### config.mk
export PLATFORM = sky130hd
export DESIGN_NAME = alu_seq
export DESIGN_NICKNAME = d
export VERILOG_FILES = /design/src/rtl/alu_seq.sv
export SDC_FILE = /design/constraint.sdc
export NUM_CORES = 1
export LEC_CHECK = 0
export BUFFER_PORTS_ARGS = -buffer_cell sky130_fd_sc_hd__buf_2
export CAP_MARGIN = 0
export CORE_ASPECT_RATIO = 0.5
export CORE_MARGIN = 10
export CORE_UTILIZATION = 56
export CTS_CLUSTER_DIAMETER = 120
export DETAILED_ROUTE_END_ITERATION = 10
export HOLD_SLACK_MARGIN = 0.12
export PLACE_DENSITY = 0.78
export SLEW_MARGIN = 20
export SYNTH_ARGS = -nofsm -noshare
export SYNTH_HDL_FRONTEND = slang
export SYNTH_SLANG_ARGS = --single-unit
export TNS_END_PERCENT = 50
### constraint.sdc
create_clock -name Clk -period 2 [get_ports Clk]
set_input_delay 0.4 -clock Clk [delete_from_list [all_inputs] [get_ports Clk]]
set_output_delay 0.4 -clock Clk [all_outputs]
set_load 0.02 [all_outputs]
### src/rtl/alu_seq.sv
// Sequential ALU: handshaked single-cycle ops plus iterative shift and multiply.
// Define ALU_SAT_EN to make ADD/SUB/MUL saturate instead of wrapping.
module alu_seq #(
    parameter int W  = 8,
    parameter int CW = $clog2(W)
) (
    input  logic         Clk,
    input  logic         Reset_n,
    input  logic         In_valid,
    output logic         In_ready,
    input  logic [3:0]   OP,
    input  logic [W-1:0] InputA,
    input  logic [W-1:0] InputB,
    output logic         Out_valid,
    input  logic         Out_ready,
    output logic [W-1:0] Out,
    output logic         EQ,
    output logic         LT
);
    localparam int NW = CW + 1;

    localparam logic [3:0] OP_ADD  = 4'd0;
    localparam logic [3:0] OP_SUB  = 4'd1;
    localparam logic [3:0] OP_AND  = 4'd2;
    localparam logic [3:0] OP_XOR  = 4'd3;
    localparam logic [3:0] OP_SLL  = 4'd4;
    localparam logic [3:0] OP_SRL  = 4'd5;
    localparam logic [3:0] OP_MUL  = 4'd6;
    localparam logic [3:0] OP_XALL = 4'd7;
    localparam logic [3:0] OP_CMP  = 4'd8;
    localparam logic [3:0] OP_GBI  = 4'd9;
    localparam logic [3:0] OP_SB0  = 4'd10;
    localparam logic [3:0] OP_SB1  = 4'd11;
    localparam logic [3:0] OP_MV   = 4'd12;

    typedef enum logic [1:0] {IDLE, ITER, DONE} state_t;

    state_t        state_q;
    logic [3:0]    op_q;
    logic [W-1:0]  a_q, b_q, acc_q, out_q;
    logic [NW-1:0] cnt_q;
    logic          eq_q, lt_q;

    logic [CW-1:0] idx;
    logic [W-1:0]  mask, res, sum, dif;
    logic [W-1:0]  addend, mac, mul_res, sh;

    assign idx = InputB[CW-1:0];
    assign mask = {{(W-1){1'b0}}, 1'b1} << idx;
    assign addend = b_q[0] ? a_q : {W{1'b0}};
    assign sh = (op_q == OP_SLL) ? (a_q << 1) : (a_q >> 1);

`ifdef ALU_SAT_EN
    logic sum_c, dif_b, mac_c, ovf_q, ahi_q, mul_ovf;
    assign {sum_c, sum} = {1'b0, InputA} + {1'b0, InputB};
    assign {dif_b, dif} = {1'b0, InputB} - {1'b0, InputA};
    assign {mac_c, mac} = {1'b0, acc_q} + {1'b0, addend};
    // ahi_q: a_q has shifted out a 1, so any further add overflows
    assign mul_ovf = ovf_q | (b_q[0] & (mac_c | ahi_q));
    assign mul_res = mul_ovf ? {W{1'b1}} : mac;
`else
    assign sum = InputA + InputB;
    assign dif = InputB - InputA;
    assign mac = acc_q + addend;
    assign mul_res = mac;
`endif

    always_comb begin
        res = '0;
        case (OP)
`ifdef ALU_SAT_EN
            OP_ADD:  res = sum_c ? {W{1'b1}} : sum;
            OP_SUB:  res = dif_b ? {W{1'b0}} : dif;
`else
            OP_ADD:  res = sum;
            OP_SUB:  res = dif;
`endif
            OP_AND:  res = InputA & InputB;
            OP_XOR:  res = InputA ^ InputB;
            OP_SLL:  res = InputA << idx;
            OP_SRL:  res = InputA >> idx;
            OP_XALL: res = {{(W-1){1'b0}}, ^InputB};
            OP_GBI:  res = {{(W-1){1'b0}}, InputA[idx]};
            OP_SB0:  res = InputA & ~mask;
            OP_SB1:  res = InputA | mask;
            OP_MV:   res = InputA;
            default: res = '0;
        endcase
    end

    always_ff @(posedge Clk or negedge Reset_n) begin
        if (!Reset_n) begin
            state_q <= IDLE;
            op_q    <= '0;
            a_q     <= '0;
            b_q     <= '0;
            acc_q   <= '0;
            cnt_q   <= '0;
            out_q   <= '0;
            eq_q    <= 1'b0;
            lt_q    <= 1'b0;
`ifdef ALU_SAT_EN
            ovf_q   <= 1'b0;
            ahi_q   <= 1'b0;
`endif
        end else begin
            case (state_q)
                IDLE: if (In_valid) begin
                    op_q  <= OP;
                    a_q   <= InputA;
                    b_q   <= InputB;
                    acc_q <= '0;
`ifdef ALU_SAT_EN
                    ovf_q <= 1'b0;
                    ahi_q <= 1'b0;
`endif
                    if (OP == OP_MUL) begin
                        cnt_q   <= NW'(W);
                        state_q <= ITER;
                    end else if ((OP == OP_SLL || OP == OP_SRL) && idx != '0) begin
                        cnt_q   <= {1'b0, idx};
                        state_q <= ITER;
                    end else begin
                        out_q   <= res;
                        state_q <= DONE;
                        if (OP == OP_CMP) begin
                            eq_q <= (InputA == InputB);
                            lt_q <= (InputA < InputB);
                        end
                    end
                end
                ITER: begin
                    cnt_q <= cnt_q - 1'b1;
                    if (op_q == OP_MUL) begin
                        acc_q <= mac;
                        a_q   <= a_q << 1;
                        b_q   <= b_q >> 1;
`ifdef ALU_SAT_EN
                        ovf_q <= mul_ovf;
                        ahi_q <= ahi_q | a_q[W-1];
`endif
                        if (cnt_q == NW'(1)) out_q <= mul_res;
                    end else begin
                        a_q <= sh;
                        if (cnt_q == NW'(1)) out_q <= sh;
                    end
                    if (cnt_q == NW'(1)) state_q <= DONE;
                end
                DONE: if (Out_ready) state_q <= IDLE;
                default: state_q <= IDLE;
            endcase
        end
    end

    assign In_ready  = (state_q == IDLE);
    assign Out_valid = (state_q == DONE);
    assign Out       = out_q;
    assign EQ        = eq_q;
    assign LT        = lt_q;
endmodule

==> metrics.csv, run 1 <==
stage,metric,value,unit
setup_path,cp_max_fo,2,
route,detail_route.wl_per_cell,20.8,µm
power,leakagePower,2.83,nW
layout,final_common_cell,buf_4,
layout,drive_gt1_frac,0.342,
synth,netlist_instances,579,
synth,synth.ff_latch_count,44,
floorplanning,dieWidth,147,µm
floorplanning,coreArea,7940,µm²
layout,final_area,6300,µm²
synth,synth-xor-area-share,0.0270,
timing,skew,8.48,ps
route,drtIter0Drc,657,
synth,avgSynthCellArea,7.83,µm²
synth,synth_top_area_frac,0.243,
synth,synth.largest_area_cell,dfrtp_1,
synth,syn_area,4530,µm²
synth,yosysWarningCount,0,
global_route,grt_max_degree,29,
timing,fin_crit,2190,ps
timing,hold_viol_final,0,
synth,synth-main-ff-cell,dfrtp_1,
synth,synth_edf_count,0,
timing,setup_viol,9,
setup_path,start_kind,flop,
timing,worstMarginPinSlew,673,ps
global_route,grt_pass1_vias,5256,
synth,synth_top_family_by_area,compound AO/OA/AOI/OAI gates,
placement,post_dp_cell_area,5720,µm²
route,ant_nets,0,
floorplanning,row_count,23,
clocking,htree_levels,2,
layout,area.sequential,1100,µm²
power,ir_drop,0.511,mV
synth,synthSimpleGateAreaFrac,0.250,
synth,synth-adder-area-share,0.0933,
synth,synth_nets,635,
timing,max_freq,456,MHz
global_route,antenna_found_initial,0,
worst_hold_path,hp-class,input pin to asynchronous set/reset pin,
placement,dpl.hpwl,12800,µm
global_route,grt.overflow.total,0,
layout,multi_input_area,3490,µm²
synth,async_flop_share,1.00,
clocking,clock_latency,290,ps
timing,finalSetupTns,-917,ps
layout,nets,783,
power,powerDensity,881,nW/µm²
timing,setup_slack,-194,ps
placement,io_buffers,35,
setup_path,end_kind,flop,
timing,relSlewSlack,0.551,
floorplanning,ios,36,
status,outcome,"complete, but fails checks",
timing,period_share,1.10,
synth,synth_mux_area_frac,0.0618,
floorplanning,die_area,12300,µm²
clocking,cts-buffers-inserted,5,
synth,synth_cell_types,70,
floorplanning,initial_core_util,0.571,
layout,post-route-util,0.794,
clocking,clockBufferDepth,2,
floorplanning,die_h,83.6,µm
status,violations,negative setup slack,
synth,netlist_top_cells_area,"dfrtp_1 (24%), ha_1 (8.0%), nand2_1 (5.4%)",
setup_path,worstSetupPathType,flop to flop,
clocking,cts_hold_buf,0,
clocking,clk_pin_slew,70,ps
layout,area_growth,39.1,%
global_route,grt_pass1_wl,27200,µm
setup_path,critPathRequiredTime,2170,ps
route,drc_errors,0,
clocking,clock-sinks,44,
clocking,cts_root_buf,clkbuf_16,
synth,yosysSeqAreaShare,0.243,
placement,place_congestion,0.995,
setup_path,crit_arrival,2360,ps
timing,slew_violations,0,
layout,layout_common_cells,"buf_4 (135), nand2_1 (64), nor2_1 (50), dfrtp_1 (44), a21oi_1 (40)",
synth,synth_compound_area_frac,0.264,
route,vias_per_cell,6.42,
route,drt_wl_total,17500,µm
clocking,cts_tree,done,
layout,insertedDiodeCount,0,
timing,hold_ws,132,ps
route,dr.pass1.iters,7,
run,drv_cap,0,
placement,pre_cts_ws,-608,ps
route,vias,5390,
layout,num-fill-cells,545,
global_route,grtUsageTotal,0.265,
timing,rsz0062_at_grt,true,
cells in the mapped netlist (5+ instances only):
cell and instances:
a21oi_1 48, a22oi_1 11, a311oi_1 5, a31oi_1 6, and2_1 10, buf_2 12
clkbuf_1 18, dfrtp_1 44, ha_1 29, inv_1 22, mux2i_1 19, nand2_1 65
nand2b_1 8, nand3_1 19, nor2_1 52, nor2b_1 18, nor3_1 9, nor3b_1 7
o211ai_1 7, o21ai_0 40, o21bai_1 6, o31ai_1 8, or3_1 5, xnor2_1 13
path summary, 6_finish.rpt:
kind / start / endpoint / slack (ps) / cells after the start
max: b_q[0] / Out[6] / -190 / 10
min: Reset_n / LT / 130 / 1
max reg2reg: b_q[0] / Out[6] / -190 / 10
min reg2reg: b_q[5] / b_q[5] / 510 / 2
max in group asynchronous: Reset_n / state_q[0] / 1210 / 2
min in group Clk: InputB[7] / b_q[7] / 380 / 3
per-stage QoR:
stage          power, mW  std cells
6_report            5.56        840
3_5_place_dp        4.14        823
5_1_grt             5.83        840
3_3_place_gp        4.05        823
2_1_floorplan       3.00        579
4_1_cts             5.31        840
layer usage:
layer	vias to the layer above	wire length (µm)	track usage
li1	2426	-	-
met1	2531	7350	0.352
met2	366	7850	0.429
met3	67	1730	0.0455
met4	0	561	0.0841
met5	-	0	0
critical path, stage by stage (launching register included):
cell and delay [ps]:
dfrtp_1 410, and2_4 180, ha_4 160, fa_2 350
a21o_1 200, a21oi_4 180, o21bai_2 120, mux2i_1 140
o21ai_1 150, buf_4 140, nand3_2 50
where the power goes:
| group | switching [mW] | internal [mW] | total, mW |
|---|---|---|---|
| logic | 1.78 | 1.33 | 3.11 |
| clock network | 0.349 | 0.587 | 0.936 |
| registers | 0.274 | 1.23 | 1.51 |
layout make-up:
| type | instances | share of cell area |
|---|---|---|
| Tap cell | 112 | 0.0222 |
| Inverter | 24 | 0.0151 |
| Timing Repair Buffer | 178 | 0.209 |
| Multi-Input combinational cell | 474 | 0.553 |
| Sequential cell | 44 | 0.175 |
| Clock buffer | 5 | 0.0198 |
| Clock inverter | 3 | 0.00675 |
sequential cells by signal, indices dropped and copies added, names as in the netlist:
register and count:
a_q 8, op_q 4, state_q 2, b_q 8, Out 8, LT 1
acc_q 8, cnt_q 4, EQ 1
what timing repair did:
action,4_1_cts,5_1_grt
buffers inserted,10,1
setup endpoints to repair,13,13
endpoints found under the hold margin,0,0
gates resized for setup,40,30
pin swaps,31,16
kinds of logic after synthesis:
logic type / count (synthesis)
AND/OR/NAND/NOR: 221
AO/OA/AOI/OAI: 183
buffers and inverters: 61
flip-flops: 44
adder cells (fa/ha/maj): 32
multiplexers: 24
XOR/XNOR: 14
Power figures use the tool's default switching activity.
==> run 2: changes to the inputs <==
- CORE_UTILIZATION: 56 -> 57
- CTS_BUF_LIST: not set -> sky130_fd_sc_hd__clkbuf_4 sky130_fd_sc_hd__clkbuf_8
- PLACE_DENSITY: 0.78 -> 0.79
==> run 2 against run 1 <==
Cell count up 0.36%. Critical path type unchanged. Non-clock buffer count grew 7. Clock skew grew 22 ps. Sequential cell count unchanged. Largest power group unchanged. The flow finishes with violations (design-rule violations, negative setup slack). Worst hold slack lost 44 ps.
==> metrics.csv, run 2 (synthesis results as in run 1) <==
stage,metric,value,unit,change
status,outcome,"complete, but fails checks",,
status,violations,"design-rule violations, negative setup slack",,
setup_path,critPathLaunch,b_q[0],,
route,vias,6089,,+13%
timing,fin_crit,2400,ps,+207 ps
clocking,cts-buffers-inserted,5,,unchanged
global_route,grtUsageTotal,0.291,,+0.0256
timing,setup_viol,27,,+18
route,vias_per_cell,7.22,,+13%
power,leakagePower,2.83,nW,about the same
layout,final_common_cell,buf_4,,
setup_path,start_kind,flop,,
layout,layout_common_cells,"buf_4 (144), nand2_1 (63), nor2_1 (48), dfrtp_1 (44), a21oi_1 (41)",,
layout,nets,790,,+0.89%
timing,finalSetupTns,-4490,ps,-3580 ps
timing,period_share,1.20,,+0.104
setup_path,end_kind,flop,,
layout,area_growth,39.3,%,
timing,hold_viol_final,0,,unchanged
setup_path,crit_chain,"and2_4, ha_4, fa_2, a21o_1, a21oi_2, buf_4, xnor2_2, o21ai_1, o211ai_1, a31oi_2",,
timing,setup_slack,-401,ps,-207 ps
timing,skew,30.3,ps,+21.8 ps
placement,io_buffers,35,,unchanged
floorplanning,ios,36,,unchanged
placement,place_congestion,0.981,,-1.4%
timing,worstMarginPinSlew,866,ps,+193 ps
clocking,clock-sinks,44,,unchanged
global_route,grt_max_degree,29,,unchanged
placement,pre_cts_ws,-551,ps,+56.5 ps
run,drv_cap,0,,unchanged
clocking,cts_tree,done,,
route,dr.pass1.iters,11,,+4
floorplanning,row_count,22,,-4.3%
setup_path,slowest_stage,dfrtp_1,,
timing,relSlewSlack,0.422,,-0.129
floorplanning,dieWidth,146,µm,-0.76%
route,drtIter0Drc,1752,,+170%
setup_path,crit_arrival,2650,ps,+290 ps
route,drc_errors,93,,+93
placement,dpl.hpwl,13000,µm,+1.9%
layout,drive_gt1_frac,0.350,,+0.00763
global_route,grt_pass1_wl,29400,µm,+8.2%
floorplanning,initial_core_util,0.603,,+0.0325
clocking,clk_pin_slew,120,ps,+50 ps
setup_path,path_buf_inv,1,,unchanged
route,detail_route.wl_per_cell,26.6,µm,+28%
clocking,clockBufferDepth,2,,unchanged
setup_path,critPathRequiredTime,2250,ps,+80 ps
clocking,clock_latency,330,ps,+40 ps
floorplanning,coreArea,7510,µm²,-5.4%
route,drt_wl_total,22400,µm,+28%
clocking,htree_levels,2,,unchanged
power,ir_drop,0.494,mV,-3.3%
global_route,grt_pass1_vias,5461,,+3.9%
timing,max_freq,416,MHz,-8.6%
global_route,antenna_found_initial,0,,unchanged
floorplanning,die_h,83.1,µm,-0.67%
clocking,cts_hold_buf,0,,unchanged
setup_path,max_stage_delay,430,ps,+20 ps
power,total_power,5.90,mW,+6.1%
power,powerDensity,933,nW/µm²,+5.9%
setup_path,worstSetupPathType,flop to flop,,
layout,num-fill-cells,422,,-23%
route,ant_nets,0,,unchanged
worst_hold_path,hp-class,input pin to asynchronous set/reset pin,,
timing,rsz0062_at_grt,true,,
layout,post-route-util,0.840,,+0.0467
setup_path,r2r_start,b_q[0],,
setup_path,path_delay_family,compound AO/OA/AOI/OAI gates,,
clocking,cts_root_buf,clkbuf_8,,
floorplanning,die_area,12100,µm²,-1.4%
setup_path,cp_max_fo,2,,unchanged
layout,insertedDiodeCount,0,,unchanged
timing,slew_violations,0,,unchanged
global_route,grt.overflow.total,0,,unchanged
[run 2: path summary, 6_finish.rpt]
| check | endpoint | slack (ps) | cells after the start |
|---|---|---|---|
| worst min register to register | b_q[5] | 510 | 2 |
| worst max-delay path | Out[4] | -400 | 10 |
| worst max register to register | Out[4] | -400 | 10 |
| max in group asynchronous | b_q[1] | 1180 | 2 |
| min in group Clk | b_q[7] | 390 | 3 |
| worst min-delay path | acc_q[4] | 90 | 1 |
[run 2: worst register-to-register path: stages, from the launching register on]
cell,delay [ps]
dfrtp_1,430
and2_4,170
ha_4,170
fa_2,380
a21o_1,210
a21oi_2,180
buf_4,140
xnor2_2,70
o21ai_1,160
o211ai_1,140
a31oi_2,270
[run 2: timing repair]
item	4_1_cts	5_1_grt
endpoints found under the hold margin	0	0
buffers inserted	7	5
pin swaps	25	22
setup endpoints to repair	17	12
gates resized for setup	33	38
[run 2: per-layer routing]
layer / up-vias / GRT usage / part of all wire
met1: 2711 / 0.379 / 0.36
li1: 2432 / - / -
met5: - / 0 / 0
met4: 0 / 0.128 / 0.078
met3: 241 / 0.0774 / 0.16
met2: 705 / 0.442 / 0.40
[run 2: through the flow]
| step | hold WS [ps] | cell area (µm²) | std cells |
|---|---|---|---|
| floorplan | 104 | 4580 | 579 |
| global placement | 456 | 5780 | 825 |
| detailed placement | 454 | 5780 | 825 |
| CTS | 132 | 6100 | 839 |
| global route | 136 | 6320 | 843 |
| finish | 88.0 | 6320 | 843 |
[run 2: layout make-up]
cell class	count	area, µm²	area share
Multi-Input combinational cell	474	3500	0.555
Clock inverter	1	7.51	0.00119
Sequential cell	44	1100	0.174
Inverter	24	97.6	0.0155
Timing Repair Buffer	185	1380	0.219
Clock buffer	7	90.1	0.0143
Tap cell	108	135	0.0214
[run 2: where the power goes]
part / internal, mW / switching, mW
Combinational: 1.42 / 2.25
Sequential: 1.23 / 0.324
Clock: 0.296 / 0.381
